`config.mk`:
```
export PLATFORM = sky130hd
export DESIGN_NAME = inst_fetch
export DESIGN_NICKNAME = d
export VERILOG_FILES = /design/src/rtl/inst_fetch.sv
export SDC_FILE = /design/constraint.sdc
export NUM_CORES = 1
export LEC_CHECK = 0
export CAP_MARGIN = 20
export CORE_MARGIN = 2
export CORE_UTILIZATION = 59
export DETAILED_ROUTE_END_ITERATION = 10
export GPL_ROUTABILITY_DRIVEN = 1
export PLACE_DENSITY = 0.85
export SKIP_LAST_GASP = 1
export SYNTH_ARGS = -nofsm -noshare
export SYNTH_HDL_FRONTEND = slang
export SYNTH_SLANG_ARGS = --single-unit
```
`constraint.sdc`:
```
create_clock -name clk -period 6.39 [get_ports clk]
set_input_delay 1.5975 -clock clk [delete_from_list [all_inputs] [get_ports clk]]
set_output_delay 1.5975 -clock clk [all_outputs]
set_load 0.01 [all_outputs]
```
`src/rtl/inst_fetch.sv`:
```
// inst_fetch: instruction fetch unit with a single outstanding memory request
// feeding an in-order instruction queue.
//
// Ports:
//   clk          single clock, rising-edge state updates
//   reset        asynchronous active-high reset
//   redirect     flush queue and restart fetch at redirect_pc
//   redirect_pc  new fetch address, word-aligned on capture
//   mem_req      instruction-memory read request (held until mem_ack)
//   mem_addr     address of the outstanding request
//   mem_ack      memory returns mem_rdata this cycle
//   mem_rdata    instruction word from memory
//   out_valid    queue head holds a valid instruction
//   out_instr    instruction at queue head
//   out_pc       address of out_instr
//   out_ready    consumer accepts the head this cycle
//   count        current queue occupancy
module inst_fetch #(
    parameter logic [31:0] RESET_PC = 32'h0000_3000,
    parameter int          DEPTH    = 4
) (
    input  logic                     clk,
    input  logic                     reset,
    input  logic                     redirect,
    input  logic [31:0]              redirect_pc,
    output logic                     mem_req,
    output logic [31:0]              mem_addr,
    input  logic                     mem_ack,
    input  logic [31:0]              mem_rdata,
    output logic                     out_valid,
    output logic [31:0]              out_instr,
    output logic [31:0]              out_pc,
    input  logic                     out_ready,
    output logic [$clog2(DEPTH):0]   count
);
    localparam int AW = $clog2(DEPTH);
    localparam logic [AW:0] FULL = (AW+1)'(DEPTH);

    typedef enum logic [1:0] {IDLE, WAIT, DROP} state_t;

    state_t        state, state_nxt;
    logic [31:0]   fetch_pc, fetch_pc_nxt;
    logic [31:0]   q_instr [DEPTH];
    logic [31:0]   q_pc    [DEPTH];
    logic [AW-1:0] rd_ptr, wr_ptr;
    logic          push, pop, issue;

    // A request is only issued while there is room for its data, so a push
    // can never land in a full queue. DROP keeps the old request on the bus
    // until memory answers, then throws the data away.
    always_comb begin
        state_nxt = state;
        push      = 1'b0;
        issue     = 1'b0;
        case (state)
            IDLE: if (!redirect && count < FULL) begin
                issue     = 1'b1;
                state_nxt = WAIT;
            end
            WAIT: if (mem_ack) begin
                push      = !redirect;
                state_nxt = IDLE;
            end else if (redirect) begin
                state_nxt = DROP;
            end
            DROP: if (mem_ack) state_nxt = IDLE;
            default: state_nxt = IDLE;
        endcase
    end

    assign fetch_pc_nxt = redirect ? (redirect_pc & ~32'd3) : push ? fetch_pc + 32'd4 : fetch_pc;
    assign pop          = out_valid && out_ready && !redirect;
    assign mem_req      = state != IDLE;
    assign out_valid    = count != '0;
    assign out_instr    = q_instr[rd_ptr];
    assign out_pc       = q_pc[rd_ptr];

    always_ff @(posedge clk or posedge reset) begin
        if (reset) begin
            state    <= IDLE;
            fetch_pc <= RESET_PC;
            mem_addr <= RESET_PC;
            count    <= '0;
            rd_ptr   <= '0;
            wr_ptr   <= '0;
        end else begin
            state    <= state_nxt;
            fetch_pc <= fetch_pc_nxt;
            if (issue) mem_addr <= fetch_pc;
            if (redirect) begin
                count  <= '0;
                rd_ptr <= '0;
                wr_ptr <= '0;
            end else begin
                if (push) wr_ptr <= wr_ptr + 1'b1;
                if (pop) rd_ptr <= rd_ptr + 1'b1;
                count <= (push && !pop) ? count + 1'b1 : (!push && pop) ? count - 1'b1 : count;
            end
        end
    end

    // Queue storage carries no reset; contents are ignored while out_valid=0.
    always_ff @(posedge clk) begin
        if (push) begin
            q_instr[wr_ptr] <= mem_rdata;
            q_pc[wr_ptr]    <= fetch_pc;
        end
    end
endmodule
```
Word-level counts from Yosys, hierarchy flattened
Memory sizes are Yosys's and may differ from the RTL's.
Index checks and enable logic that the tools add are counted.
- $add $sub $neg: 5
- order comparisons: 1
- eq/ne operators: 5
- multiplexer cells: 20
- reductions and logical operators: 15
- operators with widths (kind ; number):
    $mux W32 ; 2
    $add A32 B3 Y32 const B ; 1
    $mux W2 ; 8
    $mux W3 ; 3
    $mux W1 ; 6
    $pmux W2 S3 ; 1
    $reduce_bool A2 Y1 ; 3
    $reduce_bool A3 Y1 ; 2
    $logic_and A1 B1 Y1 ; 5
    $add A2 B1 Y2 const B ; 2
    $ne A2 B2 Y1 const B ; 2
    $add A3 B1 Y3 const B ; 1
    $logic_not A1 Y1 ; 3
    $lt A3 B3 Y1 const B ; 1
    $ne A3 B3 Y1 const B ; 1
    $reduce_and A3 Y1 ; 1
    $sub A3 B1 Y3 const B ; 1
    $eq A2 B1 Y1 const B ; 1
    $eq A2 B2 Y1 const B ; 1
    $logic_not A2 Y1 ; 1
- bits in registers: 73
- RAM bits: 256
- bits of input ports: 69
- logic and storage cells: 54
- memories kept: 2
- memory list (memory ; depth ; width ; read ports ; clocked after memory_dff ; wr ports ; line ; RTL):
    q_instr ; 4 ; 32 ; 1 ; 0 ; 1 ; 43 ; logic [31:0] q_instr [DEPTH];
    q_pc ; 4 ; 32 ; 1 ; 0 ; 1 ; 44 ; logic [31:0] q_pc [DEPTH];

Depth between registers and ports, before layout
Gate-level depths: netlist of the first run.
- word-level depth: 8
- depth in mapped cells: 8

Worst setup path before layout of the first run
Ideal clock, no wire load.
- path kind: input -> register
- start point: input redirect
- end point: memory q_instr[0][0] (enable)
- library setup time: 0.427 ns
- arrival time: 3.619 ns
- data required time: 5.963 ns
- setup slack: 2.344 ns
- stages on the path: 4
- buffers on the path: 2
- path through: clkbuf_1 clkbuf_1 nor2_1 and2_1
- cells in the longest elaborated chain, start to end: 5
- ends and longest elaborated chain (what ; line ; RTL):
    start, declared ; 24 ; input logic redirect,
    $logic_not A1 Y1 ; 61 ; push = !redirect;
    $mux W1 ; 60 ; WAIT: if (mem_ack) begin
    $mux W1 ; 55 ; case (state)
    $mux W1 ; 104 ; if (push) begin
    $mux W1 (not written as such) ; 105 ; q_instr[wr_ptr] <= mem_rdata;
    end, declared ; 43 ;
Every way passes these cells.

Worst setup path in the final report of the first run
- start point: register rd_ptr[0]
- end point: output out_instr[15]
- cells in the longest elaborated chain, start to end: 1
- ends and longest elaborated chain (what ; line ; RTL):
    start, declared ; 45 ; logic [AW-1:0] rd_ptr, wr_ptr;
    start signal, assigned ; 96 ; if (pop) rd_ptr <= rd_ptr + 1'b1;
    $mem_v2 Z4 W32 ; -- ;
    end, declared ; 31 ; output logic [31:0] out_instr,
Every way passes these cells.

==> results of run 1 <==
==> cells in the mapped netlist (8+ instances only) <==
cell,number,area [µm²]
a31oi_1,11,68.8
buf_1,11,41.3
clkbuf_1,19,71.3
dfrtp_1,65,1630
edfxtp_1,248,7450
inv_1,10,37.5
mux2_2,32,360
mux4_2,62,1400
nand2_1,28,105
nand3_1,8,40.0
nor2_1,23,86.3
o21ai_0,13,65.1
o31ai_1,9,67.6
or4_1,14,105
xnor2_1,12,105
==> cell type report <==
| type | count | area, µm² |
|---|---|---|
| clock buffers | 39 | 856 |
| fillers | 1162 | 5120 |
| flip-flops and latches | 317 | 9180 |
| multi-input cells | 286 | 3000 |
| well taps | 270 | 338 |
| inverters | 10 | 37.5 |
| clock inverters | 17 | 153 |
| repair buffers | 171 | 1740 |
==> cells by family after synthesis <==
logic type                 share of synthesized area, %
DFF                                                74.2
and+or+nand+nor                                    5.31
muxes                                              14.4
AOI/OAI and AO/OA                                  2.62
buffers and inverters                              1.69
xor gates and xnor gates                           1.06
adders and majority gates                         0.668
other                                            0.0303
==> how the worst max path moves through the flow <==
stage                                startpoint                        to  slack (ns)  cells past startpoint
after detailed placement               redirect  mem_addr[16]$_DFFE_PP0P_        2.03                      4
after CTS                 rd_ptr[0]$_DFFE_PP0P_             out_instr[15]        1.48                      3
after global routing      rd_ptr[0]$_DFFE_PP0P_             out_instr[15]        1.61                      4
after global placement    rd_ptr[0]$_DFFE_PP0P_             out_instr[31]        2.11                      3
after floorplan                        redirect   q_instr[0][0]$_DFFE_PP_        2.34                      4
final                     rd_ptr[0]$_DFFE_PP0P_             out_instr[15]        1.81                      4
==> through the flow <==
stage | total power, mW | hold WS [ns] | utilization (%) | instances
final | 5.80 | 0.512 | 74.9 | 1110
after global routing | 6.03 | 0.523 | 74.9 | 1110
after CTS | 5.83 | 0.513 | 74.8 | 1108
after detailed placement | 4.06 | 0.499 | 69.8 | 1052
after global placement | 4.02 | 0.495 | 69.7 | 1051
after floorplan | 3.32 | 0.504 | - | 651
==> placed cells by master (no fill, tap or decap), types with 6 or more instances in the layout <==
cell / n
or4_1: 14
clkbuf_16: 31
mux4_2: 62
a31oi_1: 11
mux2_2: 32
xnor2_1: 12
nand3_1: 8
dfrtp_1: 63
edfxtp_1: 248
nor2_1: 23
o21ai_0: 13
nand2_1: 28
o31ai_1: 9
inv_1: 9
clkinv_2: 8
clkinv_1: 6
clkdlybuf4s50_1: 163
==> metal layers <==
metal,up-vias,global-route usage (%),share of wire (%)
met5,-,0,0
met3,47,3.39,7.7
li1,2932,-,-
met2,323,39.0,50
met1,3424,32.0,40
met4,0,6.00,2.3
==> power groups by stage <==
stage	registers (mW)	clock network (mW)	logic, mW
5_1_grt	2.62	1.88	1.53
4_1_cts	2.65	1.80	1.38
3_3_place_gp	2.69	0	1.32
2_1_floorplan	2.59	0	0.732
6_report	2.59	1.77	1.44
3_5_place_dp	2.69	0	1.36
==> registers in the layout, summed over array words and instances (netlist names) <==
name	cells
state	2
count	3
rd_ptr	2
q_pc	120
mem_addr	30
q_instr	128
fetch_pc	30
wr_ptr	2
==> critical path, stage by stage, from the launching register on <==
cell and delay, ns:
dfrtp_4 0.69, buf_16 0.31, buf_4 0.35, mux4_2 0.57
clkdlybuf4s50_1 0.49
==> run summary, run 1 <==
Max Cap Violations -> 0
Final WS setup -> 1.81 ns
Logic pwr share -> 24.7%
Die W -> 149 µm
WHS Endpoint -> mem_addr[25]$_DFFE_PP0P_
Core Region -> 0.0204 mm²
Initial DRC Count -> 646
first-pass GRT wire length -> 38,700 µm
final WL -> 24,800 µm
vias in the first global route -> 6,996
Pint -> 4.34 mW
port bufs -> 163
Setup crit start kind -> flip-flop
kind of critical path -> reg2out
synth warn -> 0
Sequential Power Share -> 44.7%
Least-Margin Pin Slew -> 1.00 ns
Boundary Pins -> 170
outcome -> completed
skew final -> 0.0165 ns
Sum Neg Setup Slack -> 0 ns
pwr dens -> 379 mW/mm²
post-CTS setup buffer count -> 0
Max IR drop VDD -> 327 µV
ys async rst share -> 21.8%
initial antenna violation count -> 0
Initial Util -> 60.5%
Crit Path Max Fanout -> 34
post-synthesis cell type count -> 48
worst hold path type -> reg2reg
GRT Overall Usage -> 23.0%
Final nets -> 891
First-pass DRT Iterations -> 5
synthesized area -> 0.0124 mm²
min-delay src -> mem_addr[25]$_DFFE_PP0P_
hpwl dp -> 14,800 µm
reg2reg end -> q_pc[0][31]$_DFFE_PP_
RSZ-0062 raised after global routing -> no
R2R setup slack -> 3.58 ns
htree depth -> 1
via count -> 6,726
Die Span Y -> 149 µm
sequential share of the synthesized area -> 74.2%
GRT overflow -> 0
Slew headroom -> 33.3%
worst reg2reg path depth -> 3
CTS sink cnt -> 317
routed len/inst -> 22.3 µm
final instance area -> 0.0153 mm²
DRC Markers -> 0
NetSw -> 1.46 mW
minimum clock period after layout -> 4.58 ns
Post-synth top flop -> edfxtp_1
Max Clock Freq -> 0.218 GHz
post-CTS sizing -> 0
Routed Antenna Nets -> 0
layout cells sized above 1 -> 20.0%
flops & latches, synth -> 317
Layout area overhead -> 23.8%
vias per cell -> 6.06
Placed Area -> 0.0143 mm²
Worst R2R Start -> state[1]$_DFFE_PP0P_
std cell rows -> 52
ant diodes -> 0
Max clock buf depth -> 3
Avg Cell Area, Syn -> 19.1 µm²
cts bufs inserted -> 30
WHS Path Cells -> 1
Final Max Slew Viols -> 0
sw frac -> 25.2%
largest net degree at the start of global routing -> 70
root buf cell -> clkbuf_16
endpoint type of the worst setup path -> primary output
clock insertion delay at the later pin of the skew report -> 0.55 ns
routability cong. -> 0.826
CTS tree -> yes
CTS Hold Bufs -> 0
final setup fails -> 0
fin crit share -> 71.7%
Cells after Synth -> 648
Clock Power Share -> 30.6%
WP data required -> 4.79 ns
Post-synth EDFFs -> 248
endpoints failing hold -> 0
die area -> 0.0221 mm²
CP arrival -> 2.99 ns
DP Worst Slack -> 2.03 ns
Leakage -> 5.16 nW
CTS clk-pin slew, worst paths -> 0.06 ns
(Power assumes the default switching activity.)
==> run 2, diff against run 1 <==
Settings changed: CORE_UTILIZATION 59 to 55, PLACE_DENSITY 0.85 to 0.8.
Clock period 6.39 ns to 4.54 ns, I/O delays scaled along.
==> run summary, run 2 (same netlist as run 1, synthesis figures left out) <==
Clock Power Share -> 30.1% (-0.5 points)
Final Max Slew Viols -> 0 (unchanged)
Logic pwr share -> 24.0% (-0.7 points)
endpoint type of the worst setup path -> primary output
Initial Util -> 56.3% (-4.2 points)
CTS Hold Bufs -> 0 (unchanged)
final setup fails -> 0 (unchanged)
pwr dens -> 527 mW/mm² (+39%)
port bufs -> 163 (unchanged)
final WL -> 24,900 µm (+0.49%)
routability cong. -> 0.856 (+3.7%)
vias in the first global route -> 7,148 (+2.2%)
layout cells sized above 1 -> 20.0% (-0.047 points)
GRT overflow -> 0 (unchanged)
Routed Antenna Nets -> 0 (unchanged)
Largest Register -> q_instr
worst reg2reg path depth -> 5 (+2)
Core Region -> 0.0220 mm² (+7.5%)
Worst R2R Start -> fetch_pc[3]$_DFFE_PP0N_
First-pass DRT Iterations -> 4 (-1)
Slew headroom -> 35.0% (+1.7 points)
Max Cap Violations -> 0 (unchanged)
WHS Path Cells -> 1 (unchanged)
post-CTS setup buffer count -> 0 (unchanged)
outcome -> completed
CTS tree -> yes
Max IR drop VDD -> 385 µV (+17%)
kind of critical path -> reg2out
Largest register FFs -> 128 (unchanged)
most common cell after layout, fill and taps aside -> edfxtp_1
Die Span Y -> 154 µm (+3.5%)
CTS clk-pin slew, worst paths -> 0.06 ns (about the same)
ant diodes -> 0 (unchanged)
Max Clock Freq -> 0.248 GHz
Max clock buf depth -> 3 (unchanged)
Leakage -> 5.16 nW (about the same)
fin cells -> 1,127 (+1.5%)
hpwl dp -> 15,400 µm (+4.3%)
CP arrival -> 2.89 ns (-0.10 ns)
Pint -> 6.03 mW (+39%)
endpoints failing hold -> 0 (unchanged)
std cell rows -> 54 (+3.8%)
root buf cell -> clkbuf_16
minimum clock period after layout -> 4.03 ns
fin crit share -> 88.7%
Crit Path Max Fanout -> 33 (-2.9%)
Setup crit start kind -> flip-flop
reg2reg end -> fetch_pc[30]$_DFFE_PP0N_
WP data required -> 3.40 ns (-1.39 ns)
Sequential Power Share -> 46.0% (+1.3 points)
fill cell count -> 1,349 (+16%)
top flop regs -> q_instr: 128 flops, q_pc: 120 flops
largest net degree at the start of global routing -> 64 (-8.6%)
post-CTS sizing -> 0 (unchanged)
Final nets -> 898 (+0.79%)
Die W -> 154 µm (+3.5%)
min-delay src -> mem_addr[21]$_DFFE_PP0P_
RSZ-0062 raised after global routing -> no
Boundary Pins -> 170 (unchanged)
DRC Markers -> 0 (unchanged)
clock insertion delay at the later pin of the skew report -> 0.54 ns (about the same)
cts bufs inserted -> 31 (+3.3%)
Least-Margin Pin Slew -> 0.975 ns (-0.0248 ns)
worst hold path type -> reg2reg
die area -> 0.0237 mm² (+7.1%)
routed len/inst -> 22.1 µm (-1.0%)
Layout area overhead -> 24.1%
NetSw -> 2.06 mW (+41%)
GRT Overall Usage -> 21.3% (-1.7 points)
htree depth -> 1 (unchanged)
R2R setup slack -> 1.93 ns (-1.65 ns)
Sum Neg Setup Slack -> 0 ns (unchanged)
dpl cells -> 1,070 (+1.7%)
WHS Endpoint -> mem_addr[21]$_DFFE_PP0P_
Initial DRC Count -> 479 (-26%)
CTS sink cnt -> 317 (unchanged)
sw frac -> 25.5% (+0.29 points)
skew final -> 0.00633 ns (-0.0102 ns)
initial antenna violation count -> 0 (unchanged)
via count -> 6,614 (-1.7%)
vias per cell -> 5.87 (-3.1%)
most frequent cells in the layout -> edfxtp_1, clkdlybuf4s50_1, dfrtp_1, mux4_2, mux2_2
first-pass GRT wire length -> 38,900 µm (+0.48%)
## run 2: cell count changes in the layout (fill, tap and decap cells not counted), sizes merged
cell | before | now
buf | 8 | 14
inv | 10 | 11
clkinv | 14 | 13
clkbuf | 39 | 40
## run 2: how the worst max path moves through the flow
stage / from / endpoint / slack (ns) / cells past startpoint
final: rd_ptr[0]$_DFFE_PP0P_ / out_instr[0] / 0.51 / 3
after global routing: rd_ptr[0]$_DFFE_PP0P_ / out_instr[1] / 0.34 / 3
after CTS: rd_ptr[0]$_DFFE_PP0P_ / out_instr[2] / 0.42 / 3
after detailed placement: mem_ack / fetch_pc[26]$_DFFE_PP0N_ / 0.94 / 5
after global placement: mem_ack / fetch_pc[30]$_DFFE_PP0N_ / 0.99 / 5
after floorplan: redirect / q_instr[0][0]$_DFFE_PP_ / 0.96 / 4
## run 2: cell type report
class / count / area (µm²) / area share [%]
tap: 280 / 350 / 2.28
multi-input combinational: 286 / 3000 / 19.6
clock inverter: 17 / 156 / 1.02
clock buffer: 40 / 810 / 5.28
sequential: 317 / 9190 / 59.9
inverter: 10 / 37.5 / 0.245
timing repair buffer: 177 / 1800 / 11.7
## run 2: routing by layer
metal  wire [µm]  vias to the layer above  GRT usage, %
li1            -                     2934             -
met1       10100                     3388          28.0
met2       12600                      249          37.0
met3        1660                       43          4.26
met4         485                        0          5.25
met5           0                        -             0
## run 2: critical path, cell delays in order, from the launching register on
cell and delay (ns):
dfrtp_4 0.90, buf_4 0.39, mux4_2 0.52, clkdlybuf4s50_1 0.52
## run 2: through the flow
| step | hold WS, ns | total power [mW] | worst slack, ns | util, % | area [µm²] |
|---|---|---|---|---|---|
| final | 0.516 | 8.09 | 0.514 | 69.9 | 15300 |
| after global routing | 0.541 | 8.42 | 0.338 | 69.9 | 15300 |
| after CTS | 0.518 | 8.18 | 0.422 | 69.9 | 15300 |
| after detailed placement | 0.505 | 5.74 | 0.941 | 65.5 | 14400 |
| after global placement | 0.493 | 5.67 | 0.993 | 65.5 | 14400 |
| after floorplan | 0.504 | 4.67 | 0.957 | - | 12400 |
## run 2: power groups by stage
stage / logic, mW / registers [mW] / clock network (mW)
floorplan: 1.03 / 3.64 / 0
CTS: 1.97 / 3.73 / 2.48
detailed placement: 1.95 / 3.78 / 0
global placement: 1.91 / 3.76 / 0
finish: 1.94 / 3.72 / 2.43
global route: 2.06 / 3.76 / 2.60
==> run 3, diff against run 2 <==
Settings changed: CAP_MARGIN 20 to 0, GPL_ROUTABILITY_DRIVEN 1 to 0.
Clock period 4.54 ns to 4.2 ns, I/O delays scaled along.
==> run summary, run 3 (same netlist as run 1, synthesis figures left out) <==
Worst Setup SP -> rd_ptr[0]$_DFFE_PP0P_
Setup crit start kind -> flip-flop
htree depth -> 1 (unchanged)
WP data required -> 3.15 ns (-0.25 ns)
endpoint type of the worst setup path -> primary output
post-CTS sizing -> 0 (unchanged)
GRT Overall Usage -> 21.3% (+0.044 points)
fin crit share -> 89.6%
via count -> 6,778 (+2.5%)
final hold slack -> 0.512 ns (-0.00371 ns)
Core Region -> 0.0220 mm² (unchanged)
most frequent cells in the layout -> edfxtp_1, clkdlybuf4s50_1, dfrtp_1, mux4_2, clkbuf_16
First-pass DRT Iterations -> 6 (+2)
port bufs -> 163 (unchanged)
Final WS setup -> 0.437 ns (-0.0769 ns)
post-CTS setup buffer count -> 0 (unchanged)
CTS tree -> yes
Max Clock Freq -> 0.266 GHz
Max clock buf depth -> 3 (unchanged)
Initial Util -> 56.3% (unchanged)
Crit Path Max Fanout -> 26 (-21%)
Routed Antenna Nets -> 0 (unchanged)
std cell rows -> 54 (unchanged)
most common cell after layout, fill and taps aside -> edfxtp_1
Initial DRC Count -> 749 (+56%)
hpwl dp -> 16,200 µm (+5.2%)
die area -> 0.0237 mm² (unchanged)
endpoints failing hold -> 0 (unchanged)
Final nets -> 906 (+0.89%)
GRT overflow -> 0 (unchanged)
Placed Area -> 0.0145 mm² (+0.56%)
vias per cell -> 5.97 (+1.8%)
skew final -> 0.00786 ns (+0.00153 ns)
kind of critical path -> reg2out
ant diodes -> 0 (unchanged)
minimum clock period after layout -> 3.76 ns
initial antenna violation count -> 0 (unchanged)
routed len/inst -> 22.0 µm (-0.21%)
WHS Path Cells -> 1 (unchanged)
final WL -> 25,000 µm (+0.50%)
top flop regs -> q_instr: 128 flops, q_pc: 120 flops
RSZ-0062 raised after global routing -> no
Leakage -> 5.29 nW (+2.5%)
Layout area overhead -> 26.2%
worst hold path type -> reg2reg
outcome -> completed
Max Cap Violations -> 0 (unchanged)
cts bufs inserted -> 30 (-3.2%)
layout cells sized above 1 -> 22.3% (+2.4 points)
final instance area -> 0.0156 mm² (+1.7%)
worst reg2reg path depth -> 5 (unchanged)
final setup fails -> 0 (unchanged)
CTS Hold Bufs -> 0 (unchanged)
Die W -> 154 µm (unchanged)
pwr dens -> 587 mW/mm² (+11%)
Least-Margin Pin Slew -> 1.01 ns (+0.0317 ns)
fill cell count -> 1,300 (-3.6%)
Worst R2R Start -> fetch_pc[2]$_DFFE_PP0N_
vias in the first global route -> 6,921 (-3.2%)
clock insertion delay at the later pin of the skew report -> 0.54 ns (about the same)
Max IR drop VDD -> 416 µV (+8.3%)
fin cells -> 1,135 (+0.71%)
min-delay src -> mem_addr[31]$_DFFE_PP0P_
root buf cell -> clkbuf_16
Largest Register -> q_instr
CP arrival -> 2.71 ns (-0.18 ns)
CTS clk-pin slew, worst paths -> 0.07 ns (about the same)
Largest register FFs -> 128 (unchanged)
CTS sink cnt -> 317 (unchanged)
Sum Neg Setup Slack -> 0 ns (unchanged)
largest net degree at the start of global routing -> 49 (-23%)
Boundary Pins -> 170 (unchanged)
Final Core Density -> 71.0% (+1.2 points)
Slew headroom -> 32.8% (-2.2 points)
Die Span Y -> 154 µm (unchanged)
dpl cells -> 1,079 (+0.84%)
first-pass GRT wire length -> 39,100 µm (+0.48%)
DP Worst Slack -> 0.658 ns (-0.283 ns)
Final Max Slew Viols -> 0 (unchanged)
DRC Markers -> 0 (unchanged)
Power Total -> 9.16 mW (+13%)
## run 3: report_power, final
group	switching (mW)	total, mW	internal [mW]
registers	0.311	3.98	3.67
clock network	1.14	3.02	1.87
logic	0.831	2.16	1.33
total	2.29	9.16	6.87
## run 3: final cells by class
cell class | instances | area (µm²) | area share, %
Sequential cell | 317 | 9190 | 58.9
Multi-Input combinational cell | 286 | 3000 | 19.2
Timing Repair Buffer | 186 | 1880 | 12.0
Clock buffer | 35 | 843 | 5.41
Tap cell | 280 | 350 | 2.25
Clock inverter | 21 | 302 | 1.93
Inverter | 10 | 37.5 | 0.241
## run 3: worst max-delay path, stage by stage (launching register included)
cell	delay (ns)
dfrtp_4	0.78
buf_4	0.33
mux4_2	0.56
clkdlybuf4s50_1	0.50
## run 3: worst paths after layout
| check | endpoint | slack, ns |
|---|---|---|
| setup / recovery | out_instr[0] | 0.44 |
| max in group asynchronous | mem_addr[13]$_DFFE_PP1P_ | 2.29 |
| hold reg to reg | mem_addr[31]$_DFFE_PP0P_ | 0.51 |
| hold / removal | mem_addr[31]$_DFFE_PP0P_ | 0.51 |
| min in group asynchronous | count[0]$_DFFE_PP0P_ | 1.06 |
| setup reg to reg | fetch_pc[26]$_DFFE_PP0N_ | 1.50 |
## run 3: layer usage
metal | vias to the layer above | part of all wire, % | global-route usage [%]
met5 | - | 0 | 0
met4 | 0 | 1.8 | 4.49
met3 | 37 | 7.4 | 2.93
met2 | 336 | 48 | 35.6
met1 | 3446 | 42 | 30.9
li1 | 2959 | - | -
==> patch 1: new RTL, config.mk and constraints of run 2 <==
Make the reset (`reset`) synchronous in one clocked block. Comments in the files are not updated.
--- a/src/rtl/inst_fetch.sv
+++ b/src/rtl/inst_fetch.sv
@@ -75,7 +75,7 @@
     assign out_instr    = q_instr[rd_ptr];
     assign out_pc       = q_pc[rd_ptr];
 
-    always_ff @(posedge clk or posedge reset) begin
+    always_ff @(posedge clk) begin
         if (reset) begin
             state    <= IDLE;
             fetch_pc <= RESET_PC;
Behaviour: differs if reset is asserted again (counterexample within 4 cycles, from zero or initial values and one cycle with reset high); with reset held inactive, the same outputs for 4 cycles.
==> patch 1 against run 2 <==
Largest cell class unchanged. Routed wire length increased by 0.57%. Cell area down 0.63%. Critical path type unchanged. Highest routed layer unchanged. Count of clock-buffer cells in the layout shrank 3. Setup slack better by 140 ps. Sequential cell count rose by 2. Register-to-register slack improved by 30 ps. First-iteration DRC count up 5.4%. Non-clock buffer count increased by 2. Critical path depth unchanged. Synthesized area fell by 0.54%. Synthesized cell count rose by 13%. Critical endpoint is now out_instr[4].
Power is not compared: it rests on default switching activity, and its combinational part moved more than twofold at a synthesized area within 25%.
==> patch 1: results (changes against run 2) <==
| Metric | Value |
|---|---|
| Cts bufs inserted | 31 (unchanged) |
| Setup Fix Bufs, Post-CTS | 0 (unchanged) |
| Critical path peak fanout | 26 (was 33) |
| Post-synthesis sequential area ratio | 72.12% (was 74.24%) |
| Detailed Place HPWL | 15580 µm (was 15430 µm) |
| Worst slew margin | 29.31% (was 34.98%) |
| Max Buffers Root-to-Sink | 3 (unchanged) |
| Number of port buffers | 163 (unchanged) |
| Global Route Usage Sum | 21.35% (was 21.29%) |
| Clk root buf | clkbuf_16 (unchanged) |
| Fraction of layout cells with a size suffix above 1 | 14.89% (was 19.95%) |
| Outcome | completed (unchanged) |
| Top post-synthesis cells by area | edfxtp_1, dfxtp_1, mux4_2, nand2_1, a21oi_1 (was edfxtp_1, dfrtp_1, mux4_2, mux2_2, dfstp_2) |
| Primary FF master, synth | edfxtp_1 (unchanged) |
| Routed Wire Length | 25040 µm (was 24900 µm) |
| Grt met3 use | 3.439% (was 4.256%) |
| # diodes | 0 (unchanged) |
| YS warnings | 0 (unchanged) |
| Initial antenna violation count | 0 (unchanged) |
| Met2 Usage GRT | 34.88% (was 37.04%) |
| CTS H-tree depth | 1 (unchanged) |
| Worst slack at placement | 720.1 ps (was 941.4 ps) |
| Top flop regs | q_instr: 128 flops, q_pc: 120 flops (unchanged) |
| Worst vdd ir | about 0.27 mV |
| Setup Skew | 8.665 ps (was 6.325 ps) |
| Clock Latency Late Sink | 550 ps |
| Vias in the first global route | 7207 (was 7148) |
| Cell variety after synth | 52 (was 48) |
| Layer carrying the most global-route usage | met2 (unchanged) |
| GR Layer Usage met1 | 31.27% (was 27.98%) |
| Nets | 981 (was 898) |
| Largest net degree at the start of global routing | 50 (was 64) |
| DR vias | 7004 (was 6614) |
| Slowest Stage Delay on Critical Path | 690 ps (was 900 ps) |
| Worst-path clk slew | 60 ps (about the same) |
| Fraction of registers with async set or reset after synthesis | 0% (was 21.77%) |
| HP Class | register to register (unchanged) |
| Post_cts resized | 0 (unchanged) |
| First-pass GRT wire length | 39690 µm (was 38890 µm) |
| Iteration count of the initial detailed-routing pass | 5 (was 4) |
| Synth cell count leaders | edfxtp_1, nand2_1, dfxtp_1, mux4_2, a21oi_1 (was edfxtp_1, dfrtp_1, mux4_2, mux2_2, nand2_1) |
| Placer Congestion | 0.7802 (was 0.8562) |
| Cell with the largest stage delay on the worst path | dfxtp_4 (was dfrtp_4) |
| Leak | 4.906 nW |
| Iter 0 DRT Violations | 505 (was 479) |
| Post-synth EDFFs | 248 (unchanged) |
-- patch 1: changes by cell type after synthesis, moves of 8 or more --
cell / change
dfxtp_1: +71
dfrtp_1: -65
nand2_1: +46
a21oi_1: +32
mux2_2: -31
a211oi_1: +12
a31oi_1: -11
clkbuf_1: +11
a311oi_1: +9
or4_1: -9
a2111oi_0: +8
and4_1: +8
inv_1: +8
xnor2_1: -8
-- patch 1: path summary, 6_finish.rpt --
kind               start           end  slack (ps)  cells after the start
max             register  out_instr[4]         660                      3
max reg2reg     state[0]      count[2]        1960                      8
min reg2reg  mem_addr[4]   mem_addr[4]         460                      2
min          mem_addr[4]   mem_addr[4]         460                      2
-- patch 1: kinds of logic after synthesis --
family,Yosys count,share of synthesized area (%)
flip-flops,319,72.12
AND/OR/NAND/NOR,183,7.835
AO/OA/AOI/OAI,84,4.609
multiplexers,66,11.69
buffers and inverters,63,2.086
XOR/XNOR,12,0.8547
adder cells (fa/ha/maj),7,0.7733
other,1,0.03050
-- patch 1: where the power goes --
group / internal, mW / leakage, nW / total, mW / switching [mW]
clock: 1.36 / 0.458 / 2.38 / 1.02
sequential: 3.19 / 2.83 / 3.26 / 0.0648
combinational: 0.143 / 1.62 / 0.272 / 0.128
-- patch 1: routing by layer --
| metal | routed length (µm) | vias up |
|---|---|---|
| li1 | - | 3236 |
| met1 | 11030 | 3466 |
| met2 | 12200 | 278 |
| met3 | 1551 | 24 |
| met4 | 265 | 0 |
| met5 | 0 | - |
-- patch 1: area by class of cell --
type,count,area [µm²]
sequential,319,8874
fill,1478,6645
multi-input combinational,356,3198
timing repair buffer,179,1822
clock buffer,37,798.3
tap,280,350.3
clock inverter,18,136.4
inverter,18,67.56
-- patch 1: worst max-delay path: cells and delay by family (launching register included) --
kind / cells / cell delay (ps)
muxes: 1 / 570
buffers and inverters: 2 / 920
DFF: 1 / 690
-- patch 1: metrics by stage --
stage	utilization (%)	hold WS, ps	cell area (µm²)	instances	power (mW)
2_1_floorplan	-	458.3	12310	738	3.419
3_3_place_gp	65.37	443.5	14310	1152	3.578
3_5_place_dp	65.37	448.2	14310	1152	3.587
4_1_cts	69.64	461.8	15250	1207	5.944
5_1_grt	69.64	480.7	15250	1207	6.106
6_report	69.64	458.3	15250	1207	5.904
==> patch 2: new RTL, config.mk and constraints of run 2 <==
Without the edit above. Change the parameter `DEPTH` from 4 to 2.
--- a/src/rtl/inst_fetch.sv
+++ b/src/rtl/inst_fetch.sv
@@ -17,7 +17,7 @@
 //   count        current queue occupancy
 module inst_fetch #(
     parameter logic [31:0] RESET_PC = 32'h0000_3000,
-    parameter int          DEPTH    = 4
+    parameter int          DEPTH    = 2
 ) (
     input  logic                     clk,
     input  logic                     reset,
Interface: changed (resized count); port bits go from 170 to 169. The function was not compared with the original's and may differ.
==> patch 2 against run 2 <==
Setup slack improved by 550 ps. Fmax increased by 16%. Non-clock buffer count decreased by 6. Sequential cell count down 127. Die area down 36%. Routed wire length decreased by 33%. Synthesized area decreased by 37%. Power shrank 51%. Cell area decreased by 34%. Critical endpoint is now out_instr[3]. Largest power group unchanged. Highest routed layer unchanged.
==> patch 2: results (changes against run 2) <==
| Metric | Value |
|---|---|
| Largest net degree at the start of global routing | 67 (was 64) |
| Initial antenna violation count | 1 (was 0) |
| Max FFs per register | 64 (was 128) |
| Hold path startpoint | mem_addr[29] (was mem_addr[21]) |
| Worst vdd ir | 0.2509 mV (was 0.3845 mV) |
| Slowest Stage Delay on Critical Path | 700 ps (was 900 ps) |
| Final Hold Slack | 508.2 ps (was 515.5 ps) |
| Metal3 WL | 1545 µm (was 1660 µm) |
| Nets | 752 (was 898) |
| RR Endpoint | fetch_pc[25] (was fetch_pc[30]) |
| Global Route Usage Sum | 22.53% (was 21.29%) |
| Number of port buffers | 162 (was 163) |
| Flop-to-flop setup slack | 2210 ps (was 1930 ps) |
| Drt via density | 5.700 (was 5.869) |
| DRT met1 WL | 6559 µm (was 10130 µm) |
| Met2 Usage GRT | 37.50% (was 37.04%) |
| Leak | 3.574 nW (was 5.161 nW) |
| GR Layer Usage met1 | 27.38% (was 27.98%) |
| Iteration count of the initial detailed-routing pass | 5 (was 4) |
| Clk pwr share | 33.4% (was 30.1%) |
| Power, Total | 3.974 mW (was 8.093 mW) |
| Detailed Place HPWL | 11090 µm (was 15430 µm) |
| Outcome | completed (unchanged) |
| Cts bufs inserted | 17 (was 31) |
| Clock Latency Late Sink | 420 ps (was 540 ps) |
| Iter 0 DRT Violations | 386 (was 479) |
| Fraction of layout cells with a size suffix above 1 | 20.58% (was 19.95%) |
| Critical path peak fanout | 44 (was 33) |
| WP data arrival | 2340 ps (was 2890 ps) |
| Post-synth EDFFs | 124 (was 248) |
| Grt met3 use | 6.784% (was 4.256%) |
| Top post-synthesis cells by area | edfxtp_1, dfrtp_1, mux2_2, or4_1, nand2_1 (was edfxtp_1, dfrtp_1, mux4_2, mux2_2, dfstp_2) |
| Cell variety after synth | 45 (was 48) |
| Vias in the first global route | 5036 (was 7148) |
| Worst Hold End | mem_addr[29] (was mem_addr[21]) |
| First-pass GRT wire length | 25530 µm (was 38890 µm) |
| Setup Skew | 15.92 ps (was 6.325 ps) |
| WL/cell | 19.07 µm (was 22.09 µm) |
| Synth cell count leaders | edfxtp_1, mux2_2, dfrtp_1, nand2_1, nor2_1 (was edfxtp_1, dfrtp_1, mux4_2, mux2_2, nand2_1) |
| Top flop regs | q_instr: 64 flops, q_pc: 60 flops (was q_instr: 128 flops, q_pc: 120 flops) |
==> patch 2: stage by stage <==
stage	setup slack, ps	cells	cell area [µm²]
2_1_floorplan	-129.6	520	7774
3_3_place_gp	1167	843	9603
3_5_place_dp	1142	843	9603
4_1_cts	1026	875	10130
5_1_grt	961.1	875	10130
6_report	1062	876	10130
==> patch 2: kinds of logic after synthesis <==
family | after synthesis | share of synthesized area (%)
XOR/XNOR | 11 | 1.243
flip-flops | 190 | 69.40
AO/OA/AOI/OAI | 51 | 4.261
adder cells (fa/ha/maj) | 1 | 0.1614
buffers and inverters | 37 | 2.050
AND/OR/NAND/NOR | 133 | 9.345
other | 1 | 0.04837
multiplexers | 93 | 13.49
==> patch 2: layout make-up <==
type / count / area share [%]
diodes: 1 / 0.02470
clock buffers: 26 / 4.828
clock inverters: 6 / 0.3705
inverters: 9 / 0.3334
multi-input cells: 293 / 22.24
flip-flops and latches: 190 / 53.11
well taps: 180 / 2.223
repair buffers: 171 / 16.87
